`config.mk`:
```
export PLATFORM = sky130hd
export DESIGN_NAME = mem_req_ctrl_flat
export DESIGN_NICKNAME = d
export VERILOG_FILES = /design/src/rtl/mem_req_ctrl_if.sv /design/src/rtl/mem_req_ctrl.sv /design/src/flat_wrapper.sv
export SDC_FILE = /design/constraint.sdc
export NUM_CORES = 1
export LEC_CHECK = 0
export CAP_MARGIN = 15
export CORE_ASPECT_RATIO = 2
export CORE_MARGIN = 1.5
export CORE_UTILIZATION = 25
export CTS_BUF_LIST = sky130_fd_sc_hd__clkbuf_16
export DETAILED_ROUTE_END_ITERATION = 10
export DONT_BUFFER_PORTS = 1
export GPL_TIMING_DRIVEN = 0
export PLACE_DENSITY = 0.46
export SYNTH_ARGS = -nofsm -noshare
export SYNTH_HDL_FRONTEND = slang
export SYNTH_SLANG_ARGS = --single-unit
```
`constraint.sdc`:
```
create_clock -name clk -period 2.5 [get_ports clk]
set_clock_uncertainty 0.05 [all_clocks]
set_input_delay 0.125 -clock clk [delete_from_list [all_inputs] [get_ports clk]]
set_output_delay 0.125 -clock clk [all_outputs]
set_load 0.02 [all_outputs]
```
`src/rtl/mem_req_ctrl_if.sv`:
```
// Host request/response and memory-side signals of mem_req_ctrl.
// The slave modport is the controller's view; master is the host plus memory side.
interface mem_req_ctrl_if #(
    parameter int unsigned WIDTH      = 16,
    parameter int unsigned ADDR_WIDTH = 6,
    parameter int unsigned QDEPTH     = 4
) ();

    logic                       req_valid;
    logic                       req_ready;
    logic                       req_wr_rd;
    logic [ADDR_WIDTH-1:0]      req_addr;
    logic [WIDTH-1:0]           req_wdata;

    logic                       rsp_valid;
    logic                       rsp_ready;
    logic                       rsp_wr_rd;
    logic [WIDTH-1:0]           rsp_rdata;
    logic                       rsp_err;

    logic                       mem_valid;
    logic                       mem_wr_rd;
    logic [ADDR_WIDTH-1:0]      mem_addr;
    logic [WIDTH-1:0]           mem_wdata;
    logic [WIDTH-1:0]           mem_rdata;
    logic                       mem_ready;

    logic [$clog2(QDEPTH):0]    q_count;

    modport slave (
        input  req_valid, req_wr_rd, req_addr, req_wdata,
        output req_ready,
        output rsp_valid, rsp_wr_rd, rsp_rdata, rsp_err,
        input  rsp_ready,
        output mem_valid, mem_wr_rd, mem_addr, mem_wdata,
        input  mem_rdata, mem_ready,
        output q_count
    );

    modport master (
        output req_valid, req_wr_rd, req_addr, req_wdata,
        input  req_ready,
        input  rsp_valid, rsp_wr_rd, rsp_rdata, rsp_err,
        output rsp_ready,
        input  mem_valid, mem_wr_rd, mem_addr, mem_wdata,
        output mem_rdata, mem_ready,
        input  q_count
    );

endinterface

```
`src/rtl/mem_req_ctrl.sv`:
```
// Queued memory request controller: FIFO of host requests feeding a single-outstanding
// memory access FSM with a response timeout.
module mem_req_ctrl #(
    parameter int unsigned WIDTH      = 16,
    parameter int unsigned DEPTH      = 64,
    parameter int unsigned ADDR_WIDTH = $clog2(DEPTH),
    parameter int unsigned QDEPTH     = 4,
    parameter int unsigned TIMEOUT    = 15
) (
    input logic            clk,
    input logic            res,
    mem_req_ctrl_if.slave  bus
);

    localparam int unsigned PtrW = $clog2(QDEPTH);
    localparam int unsigned CntW = PtrW + 1;
    localparam int unsigned ToW  = $clog2(TIMEOUT + 1);
    localparam int unsigned EntW = 1 + ADDR_WIDTH + WIDTH;

    if (QDEPTH < 2 || (QDEPTH & (QDEPTH - 1)) != 0 || TIMEOUT < 2 ||
        DEPTH > (1 << ADDR_WIDTH)) begin : g_bad_param
        $error("mem_req_ctrl: illegal parameter combination");
    end

    typedef enum logic [1:0] {StIdle, StIssue, StWait, StResp} state_e;

    state_e                 state_q;
    logic [PtrW-1:0]        wr_ptr_q;
    logic [PtrW-1:0]        rd_ptr_q;
    logic [CntW-1:0]        count_q;
    logic [EntW-1:0]        fifo_q [QDEPTH];
    logic [EntW-1:0]        head;
    logic                   push;
    logic                   pop;

    logic [ToW-1:0]         to_cnt_q;
    logic                   mem_valid_q;
    logic                   mem_wr_rd_q;
    logic [ADDR_WIDTH-1:0]  mem_addr_q;
    logic [WIDTH-1:0]       mem_wdata_q;
    logic                   rsp_valid_q;
    logic                   rsp_wr_rd_q;
    logic [WIDTH-1:0]       rsp_rdata_q;
    logic                   rsp_err_q;

    // Ready depends only on occupancy, so a full queue refuses a push even while popping.
    assign bus.req_ready = (count_q < CntW'(QDEPTH));
    assign push          = bus.req_valid && bus.req_ready;
    assign pop           = (state_q == StIdle) && (count_q != '0);
    assign head          = fifo_q[rd_ptr_q];

    always_ff @(posedge clk) begin
        if (push) begin
            fifo_q[wr_ptr_q] <= {bus.req_wr_rd, bus.req_addr, bus.req_wdata};
        end
    end

    always_ff @(posedge clk) begin
        if (res) begin
            wr_ptr_q <= '0;
            rd_ptr_q <= '0;
            count_q  <= '0;
        end else begin
            if (push) begin
                wr_ptr_q <= wr_ptr_q + 1'b1;
            end
            if (pop) begin
                rd_ptr_q <= rd_ptr_q + 1'b1;
            end
            unique case ({push, pop})
                2'b10:   count_q <= count_q + 1'b1;
                2'b01:   count_q <= count_q - 1'b1;
                default: count_q <= count_q;
            endcase
        end
    end

    // The mem_* registers double as the issue registers and keep the last issued request.
    always_ff @(posedge clk) begin
        if (res) begin
            state_q     <= StIdle;
            to_cnt_q    <= '0;
            mem_valid_q <= 1'b0;
            mem_wr_rd_q <= 1'b0;
            mem_addr_q  <= '0;
            mem_wdata_q <= '0;
            rsp_valid_q <= 1'b0;
            rsp_wr_rd_q <= 1'b0;
            rsp_rdata_q <= '0;
            rsp_err_q   <= 1'b0;
        end else begin
            unique case (state_q)
                StIdle: begin
                    if (pop) begin
                        mem_valid_q <= 1'b1;
                        mem_wr_rd_q <= head[EntW-1];
                        mem_addr_q  <= head[WIDTH +: ADDR_WIDTH];
                        mem_wdata_q <= head[WIDTH-1:0];
                        state_q     <= StIssue;
                    end
                end
                StIssue: begin
                    mem_valid_q <= 1'b0;
                    to_cnt_q    <= '0;
                    state_q     <= StWait;
                end
                StWait: begin
                    if (bus.mem_ready) begin
                        rsp_valid_q <= 1'b1;
                        rsp_wr_rd_q <= mem_wr_rd_q;
                        rsp_rdata_q <= mem_wr_rd_q ? '0 : bus.mem_rdata;
                        rsp_err_q   <= 1'b0;
                        state_q     <= StResp;
                    end else begin
                        to_cnt_q <= to_cnt_q + 1'b1;
                        if (to_cnt_q == ToW'(TIMEOUT - 1)) begin
                            rsp_valid_q <= 1'b1;
                            rsp_wr_rd_q <= mem_wr_rd_q;
                            rsp_rdata_q <= '0;
                            rsp_err_q   <= 1'b1;
                            state_q     <= StResp;
                        end
                    end
                end
                StResp: begin
                    if (bus.rsp_ready) begin
                        rsp_valid_q <= 1'b0;
                        state_q     <= StIdle;
                    end
                end
                default: state_q <= StIdle;
            endcase
        end
    end

    assign bus.mem_valid = mem_valid_q;
    assign bus.mem_wr_rd = mem_wr_rd_q;
    assign bus.mem_addr  = mem_addr_q;
    assign bus.mem_wdata = mem_wdata_q;
    assign bus.rsp_valid = rsp_valid_q;
    assign bus.rsp_wr_rd = rsp_wr_rd_q;
    assign bus.rsp_rdata = rsp_rdata_q;
    assign bus.rsp_err   = rsp_err_q;
    assign bus.q_count   = count_q;

endmodule

```
`src/flat_wrapper.sv`:
```
// flat-port wrapper written by rule: the top's interface ports become plain ports
module mem_req_ctrl_flat 
#(
    parameter int unsigned WIDTH      = 16,
    parameter int unsigned DEPTH      = 64,
    parameter int unsigned ADDR_WIDTH = $clog2(DEPTH),
    parameter int unsigned QDEPTH     = 4,
    parameter int unsigned TIMEOUT    = 15
)
  (clk, res, bus_req_valid, bus_req_wr_rd, bus_req_addr, bus_req_wdata, bus_req_ready, bus_rsp_valid, bus_rsp_wr_rd, bus_rsp_rdata, bus_rsp_err, bus_rsp_ready, bus_mem_valid, bus_mem_wr_rd, bus_mem_addr, bus_mem_wdata, bus_mem_rdata, bus_mem_ready, bus_q_count);
  mem_req_ctrl_if #(.WIDTH(WIDTH), .ADDR_WIDTH(ADDR_WIDTH), .QDEPTH(QDEPTH)) bus_i ();
  input logic clk;
  input logic res;
  input wire logic [$bits(bus_i.req_valid)-1:0] bus_req_valid;
  input wire logic [$bits(bus_i.req_wr_rd)-1:0] bus_req_wr_rd;
  input wire logic [$bits(bus_i.req_addr)-1:0] bus_req_addr;
  input wire logic [$bits(bus_i.req_wdata)-1:0] bus_req_wdata;
  output wire logic [$bits(bus_i.req_ready)-1:0] bus_req_ready;
  output wire logic [$bits(bus_i.rsp_valid)-1:0] bus_rsp_valid;
  output wire logic [$bits(bus_i.rsp_wr_rd)-1:0] bus_rsp_wr_rd;
  output wire logic [$bits(bus_i.rsp_rdata)-1:0] bus_rsp_rdata;
  output wire logic [$bits(bus_i.rsp_err)-1:0] bus_rsp_err;
  input wire logic [$bits(bus_i.rsp_ready)-1:0] bus_rsp_ready;
  output wire logic [$bits(bus_i.mem_valid)-1:0] bus_mem_valid;
  output wire logic [$bits(bus_i.mem_wr_rd)-1:0] bus_mem_wr_rd;
  output wire logic [$bits(bus_i.mem_addr)-1:0] bus_mem_addr;
  output wire logic [$bits(bus_i.mem_wdata)-1:0] bus_mem_wdata;
  input wire logic [$bits(bus_i.mem_rdata)-1:0] bus_mem_rdata;
  input wire logic [$bits(bus_i.mem_ready)-1:0] bus_mem_ready;
  output wire logic [$bits(bus_i.q_count)-1:0] bus_q_count;
  assign bus_i.req_valid = bus_req_valid;
  assign bus_i.req_wr_rd = bus_req_wr_rd;
  assign bus_i.req_addr = bus_req_addr;
  assign bus_i.req_wdata = bus_req_wdata;
  assign bus_req_ready = bus_i.req_ready;
  assign bus_rsp_valid = bus_i.rsp_valid;
  assign bus_rsp_wr_rd = bus_i.rsp_wr_rd;
  assign bus_rsp_rdata = bus_i.rsp_rdata;
  assign bus_rsp_err = bus_i.rsp_err;
  assign bus_i.rsp_ready = bus_rsp_ready;
  assign bus_mem_valid = bus_i.mem_valid;
  assign bus_mem_wr_rd = bus_i.mem_wr_rd;
  assign bus_mem_addr = bus_i.mem_addr;
  assign bus_mem_wdata = bus_i.mem_wdata;
  assign bus_i.mem_rdata = bus_mem_rdata;
  assign bus_i.mem_ready = bus_mem_ready;
  assign bus_q_count = bus_i.q_count;
  mem_req_ctrl #(.WIDTH(WIDTH), .DEPTH(DEPTH), .ADDR_WIDTH(ADDR_WIDTH), .QDEPTH(QDEPTH), .TIMEOUT(TIMEOUT)) u_core (.clk(clk), .res(res), .bus(bus_i));
endmodule
```
Word-level counts from Yosys, hierarchy flattened
Memories as Yosys holds them, arrays and structs flattened. A register that Yosys moved wholly into a read port is not among the register bits.
Cells that the tools add are included.
- flip-flop bits (word level): 33
- RAM bits: 92
- bits of input ports: 44
- memories: 1
- add/subtract/negate cells: 5
- magnitude comparators: 1
- equal/unequal tests: 10
- muxes and demuxes: 22
- reductions and logical operators: 15
- memory list (memory ; words ; width ; read ports ; clocked after memory_dff ; write ports ; RTL line ; RTL):
    u_core.fifo_q ; 4 ; 23 ; 1 ; 1 ; 1 ; mem_req_ctrl.sv:31 ; logic [EntW-1:0] fifo_q [QDEPTH];
- operators with widths (cell ; count):
    $mux W16 ; 3
    $reduce_bool A2 Y1 ; 5
    $mux W1 ; 9
    $mux W2 ; 4
    $pmux W2 S4 ; 1
    $pmux W4 S2 ; 1
    $reduce_and A2 Y1 ; 4
    $eq A2 B2 Y1 const B ; 3
    $pmux W3 S2 ; 1
    $reduce_and A3 Y1 ; 2
    $add A2 B1 Y2 const B ; 2
    $add A4 B1 Y4 const B ; 1
    $eq A2 B1 Y1 const B ; 2
    $eq A4 B4 Y1 const B ; 1
    $mux W4 ; 1
    $ne A2 B2 Y1 const B ; 2
    $pmux W1 S2 ; 2
    $add A3 B1 Y3 const B ; 1
    $lt A3 B3 Y1 const B ; 1
    $ne A3 B2 Y1 const B ; 1
    $reduce_bool A3 Y1 ; 1
    $sub A3 B1 Y3 const B ; 1
    $logic_and A1 B1 Y1 ; 2
    $logic_not A2 Y1 ; 1
    $ne A2 B1 Y1 const B ; 1

Depth between registers and ports, before layout
- word-level depth: 4
- depth in mapped cells: 9
- depth with buffers taken out: 9

Worst setup path before layout
OpenSTA, ideal clock, no wires.
- kind: register to register
- start: reg u_core.count_q[2], in the netlist u_core.bus.q_count[2]
- end: reg u_core.count_q[2], in the netlist u_core.bus.q_count[2]
- library setup time: 0.070 ns
- arrival: 1.959 ns
- required time: 2.380 ns
- path slack: 0.421 ns
- cell stages (with the launch flop): 10
- buffers on the path: 1
- path through: dfxtp_1 > nor2b_1 > clkbuf_1 > inv_1 > ha_1 > inv_1 > fa_1 > xor2_1 > or3_1 > a21oi_1
- cells in the longest elaborated chain, start to end: 4
- elaborated cells on any way between the ends: 10
- classes of those cells: 2 x add/sub; 1 x order compare; 2 x eq/ne; 1 x mux; 4 x reduce/logical
- RTL lines (item ; RTL line ; RTL):
    start, declared ; mem_req_ctrl.sv:30 ; logic [CntW-1:0] count_q;
    start signal, assigned ; mem_req_ctrl.sv:71 ; 2'b10: count_q <= count_q + 1'b1;
    start signal, assigned ; mem_req_ctrl.sv:72 ; 2'b01: count_q <= count_q - 1'b1;
    start signal, assigned ; mem_req_ctrl.sv:73 ; default: count_q <= count_q;
    $lt A3 B3 Y1 or $reduce_bool A3 Y1 (tied branches) ; mem_req_ctrl.sv:47, mem_req_ctrl.sv:49 ;
    $logic_and A1 B1 Y1, on equally long branches ; mem_req_ctrl.sv:48, mem_req_ctrl.sv:49 ;
    $eq A2 B1 Y1 or $eq A2 B2 Y1 (tied branches) ; mem_req_ctrl.sv:70 ; unique case ({push, pop})
    $pmux W3 S2 or $reduce_bool A2 Y1 (tied branches) ; - ;
Several ways; a longest one is shown, not always the timed one.
A chain may end at the register's enable or synchronous reset.

Final worst setup path
- start: reg u_core.count_q[0], in the netlist u_core.bus.q_count[0]
- end: reg u_core.count_q[2], in the netlist u_core.bus.q_count[2]
- cells in the longest elaborated chain, start to end: 4
- elaborated cells on any way between the ends: 10
- classes of those cells: 2 x add/sub; 1 x order compare; 2 x eq/ne; 1 x mux; 4 x reduce/logical
- RTL lines (item ; RTL line ; RTL):
    $reduce_bool A3 Y1 (*) ; mem_req_ctrl.sv:49 ; assign pop = (state_q == StIdle) && (count_q != '0);
    $logic_and A1 B1 Y1 (*) ; mem_req_ctrl.sv:49 ;
    via u_core.pop ; mem_req_ctrl.sv:34 ; logic pop;
    $eq A2 B1 Y1 or $eq A2 B2 Y1 (tied branches) ; mem_req_ctrl.sv:70 ;
    $pmux W3 S2 or $reduce_bool A2 Y1 (tied branches) ; - ;
Mark *: on every way through the listed nets, which the timed path passes. The rest lies on a longest branch.

==> reports/results.ini <==
[outcome]
status = finished clean

[cells_and_area]
post-route-util = 0.314
fin_nets = 480
areaGrowthSynthToFinish_pct = 23.8
drive_above_1_share = 0.172
fillers = 2236
mostFrequentLayoutCells = edfxtp_1, dfxtp_1, dlygate4sd3_1
layout_commonest_cell = edfxtp_1
insertedDiodeCount = 0

[yosys]
synth_cells = 358
synthMuxAreaShare = 0.0979
synth_compound_area_frac = 0.0822
synth_top_family_by_area = multiplexers
postSynthNetCount = 415
synth_xor_area_frac = 0.00762
syn_avg_cell_area_um2 = 16.1
synth_top_area_frac = 0.480
synth_top_area_cell = edfxtp_1
ys_ff_latch = 148
ys_types = 46
async_flop_share = 0
synthTopCellsByArea = edfxtp_1, dfxtp_1, mux4_2, a22o_1, ha_1
netlist_area_mm2 = 0.00575
seq_area_frac_synth = 0.675
synth_adder_area_share = 0.0296
yosys_warnings = 0
synth-edff-count = 92
yosys.area_share.simple = 0.0707
ys.flop_type = edfxtp_1

[clock_tree]
root_buffer = clkbuf_16
clk_pin_slew_ps = 60
cts_made_buffers = 17
htree_num_levels = 4
ctsLongestPathBuffers = 2
cts_tree = yes
clk_latency_ps = 420
cts_sinks = 148

[timing]
hold_viol_final = 0
fin_ws_ps = 301
fin_crit_sh = 0.879
fin_crit_ps = 2200
rsz0062_at_grt = no
slew-limit-headroom = 0.472
whs_ps = 27.0
worst_pin_slew_ps = 791
setup-violations-final = 0
max_freq_mhz = 455
drv_slew = 0
tns_ps = 0

[global_route]
first_global_vias = 3462
grt_overflow_total = 0
track_usage = 0.116
grt_pass1_wl_um = 19800
grt_max_degree = 24
antenna_found_initial = 0

[critical_path]
rrSetupSlack_ps = 300
arrival_ps = 2500
end_kind = flip-flop
critPathTopFamily = flip-flops
cp-start-kind = flip-flop
cp.required_ps = 2800
reg2reg_to = u_core.bus.q_count[2]
crit_path_max_incr_delay_ps = 600
cp_cell_sequence = o31a_4 > ha_1 > inv_1 > fa_1 > xor2_1 > or3_1 > a21oi_1
slowest_stage = dfxtp_1
crit_type = reg -> reg
cp.depth = 7
rr_worst_depth = 7
path_max_fanout = 6
crit_buf_inv = 1
r2r-start = u_core.bus.q_count[0]

[min_path]
hold_end = u_core.bus.rsp_rdata[4]
worstHoldStart = bus_mem_ready
hold_path_class = in -> reg
holdPathStages = 3

[floorplan]
core_area_mm2 = 0.0226
die_area_mm2 = 0.0240
die_w_um = 110
die_h_um = 217
rows = 78
io_pins = 91
initial_core_util = 0.254

[drt]
wire_per_inst_um = 18.2
detail-route-antenna-nets = 0
vias_per_cell = 4.47
firstDrtPassIters = 4
drc = 0
drt_iter0_drc = 125
routed_wl_um = 13000
vias = 3198

[place]
dp_slack_ps = 169
finalWeightedCongestion = 0.682
hpwl_um = 8800
port_buffers = 0

[power_and_ir_drop]
ir_drop_v = 0.000550
pwr_density_cell_mw_per_mm2 = 1030
p_leak_nw = 2.44

[run]
drv_cap = 0

-- worst register-to-register path: stages (launching register included) --
cell	delay, ps
dfxtp_1	600
o31a_4	270
ha_1	190
inv_1	60
fa_1	370
xor2_1	150
or3_1	300
a21oi_1	140
-- registers in the layout (all words and copies together) (netlist names) --
name                  flops
u_core.bus.q_count        3
u_core.bus.mem_addr       6
u_core.bus.rsp_err        1
u_core.bus.rsp_wr_rd      1
u_core.bus.mem_wr_rd      1
u_core.to_cnt_q           4
u_core.rd_ptr_q           2
u_core.bus.mem_wdata     16
u_core.bus.mem_valid      1
u_core.fifo_q            92
u_core.bus.rsp_valid      1
u_core.bus.rsp_rdata     16
u_core.state_q            2
u_core.wr_ptr_q           2
-- layer usage --
metal	GRT usage	vias to the layer above	part of all wire
met4	0.0521	0	0.022
met1	0.109	1597	0.36
li1	-	1503	-
met3	0.0338	20	0.049
met2	0.220	78	0.57
met5	0	-	0
-- repair_timing --
item / in CTS / in global routing
buffers inserted: 0 / 0
hold buffers: 45 / 0
gates resized for setup: 0 / 1
endpoints found under the hold margin: 119 / 0
endpoints found under the setup margin: 0 / 1
-- per-stage QoR --
stage	total power [mW]	instances	area, um2
after detailed placement	5.08	639	6130
after CTS	7.49	716	7120
after floorplan	4.60	358	5750
final	7.36	716	7120
after global routing	7.73	716	7120
after global placement	5.01	638	6100
-- synth_stat cells, types with 6 or more instances --
| cell type | number |
|---|---|
| edfxtp_1 | 92 |
| dfxtp_1 | 56 |
| a22o_1 | 23 |
| nand2b_1 | 21 |
| mux4_2 | 19 |
| nand4_1 | 16 |
| inv_1 | 14 |
| ha_1 | 12 |
| o21ai_0 | 11 |
| buf_2 | 9 |
| o21ai_1 | 9 |
| nor2_1 | 8 |
| a21oi_1 | 6 |
-- power breakdown --
| part | total [mW] | internal [mW] | switching (mW) |
|---|---|---|---|
| clock network | 2.32 | 1.39 | 0.930 |
| logic | 1.41 | 0.696 | 0.716 |
| registers | 3.63 | 3.08 | 0.551 |
-- layout make-up --
| cell class | instances | area, um2 | area share |
|---|---|---|---|
| multi-input combinational | 174 | 1660 | 0.233 |
| buffer | 22 | 158 | 0.0222 |
| inverter | 14 | 52.6 | 0.00738 |
| timing repair buffer | 46 | 478 | 0.0672 |
| sequential | 148 | 3880 | 0.546 |
| clock inverter | 14 | 82.6 | 0.0116 |
| clock buffer | 18 | 450 | 0.0633 |
| tap | 280 | 350 | 0.0492 |
-- how the worst max path moves through the flow --
stage / startpoint / end / slack (ps)
global placement: u_core.bus.q_count[2] / u_core.fifo_q[3][5] / -130
global route: u_core.state_q[0] / u_core.bus.q_count[2] / 150
finish: u_core.bus.q_count[0] / u_core.bus.q_count[2] / 300
detailed placement: u_core.bus.q_count[2] / u_core.bus.q_count[2] / 170
CTS: u_core.bus.q_count[2] / u_core.bus.q_count[2] / 160
floorplan: u_core.bus.q_count[2] / u_core.bus.q_count[2] / 420
-- cells by family after synthesis --
kind of cell | after synthesis
AO/OA/AOI/OAI | 64
XOR/XNOR | 5
adder cells (fa/ha/maj) | 13
buffers and inverters | 36
flip-flops | 148
multiplexers | 26
AND/OR/NAND/NOR | 66
Note: power is estimated with default switching activity, not from simulation.
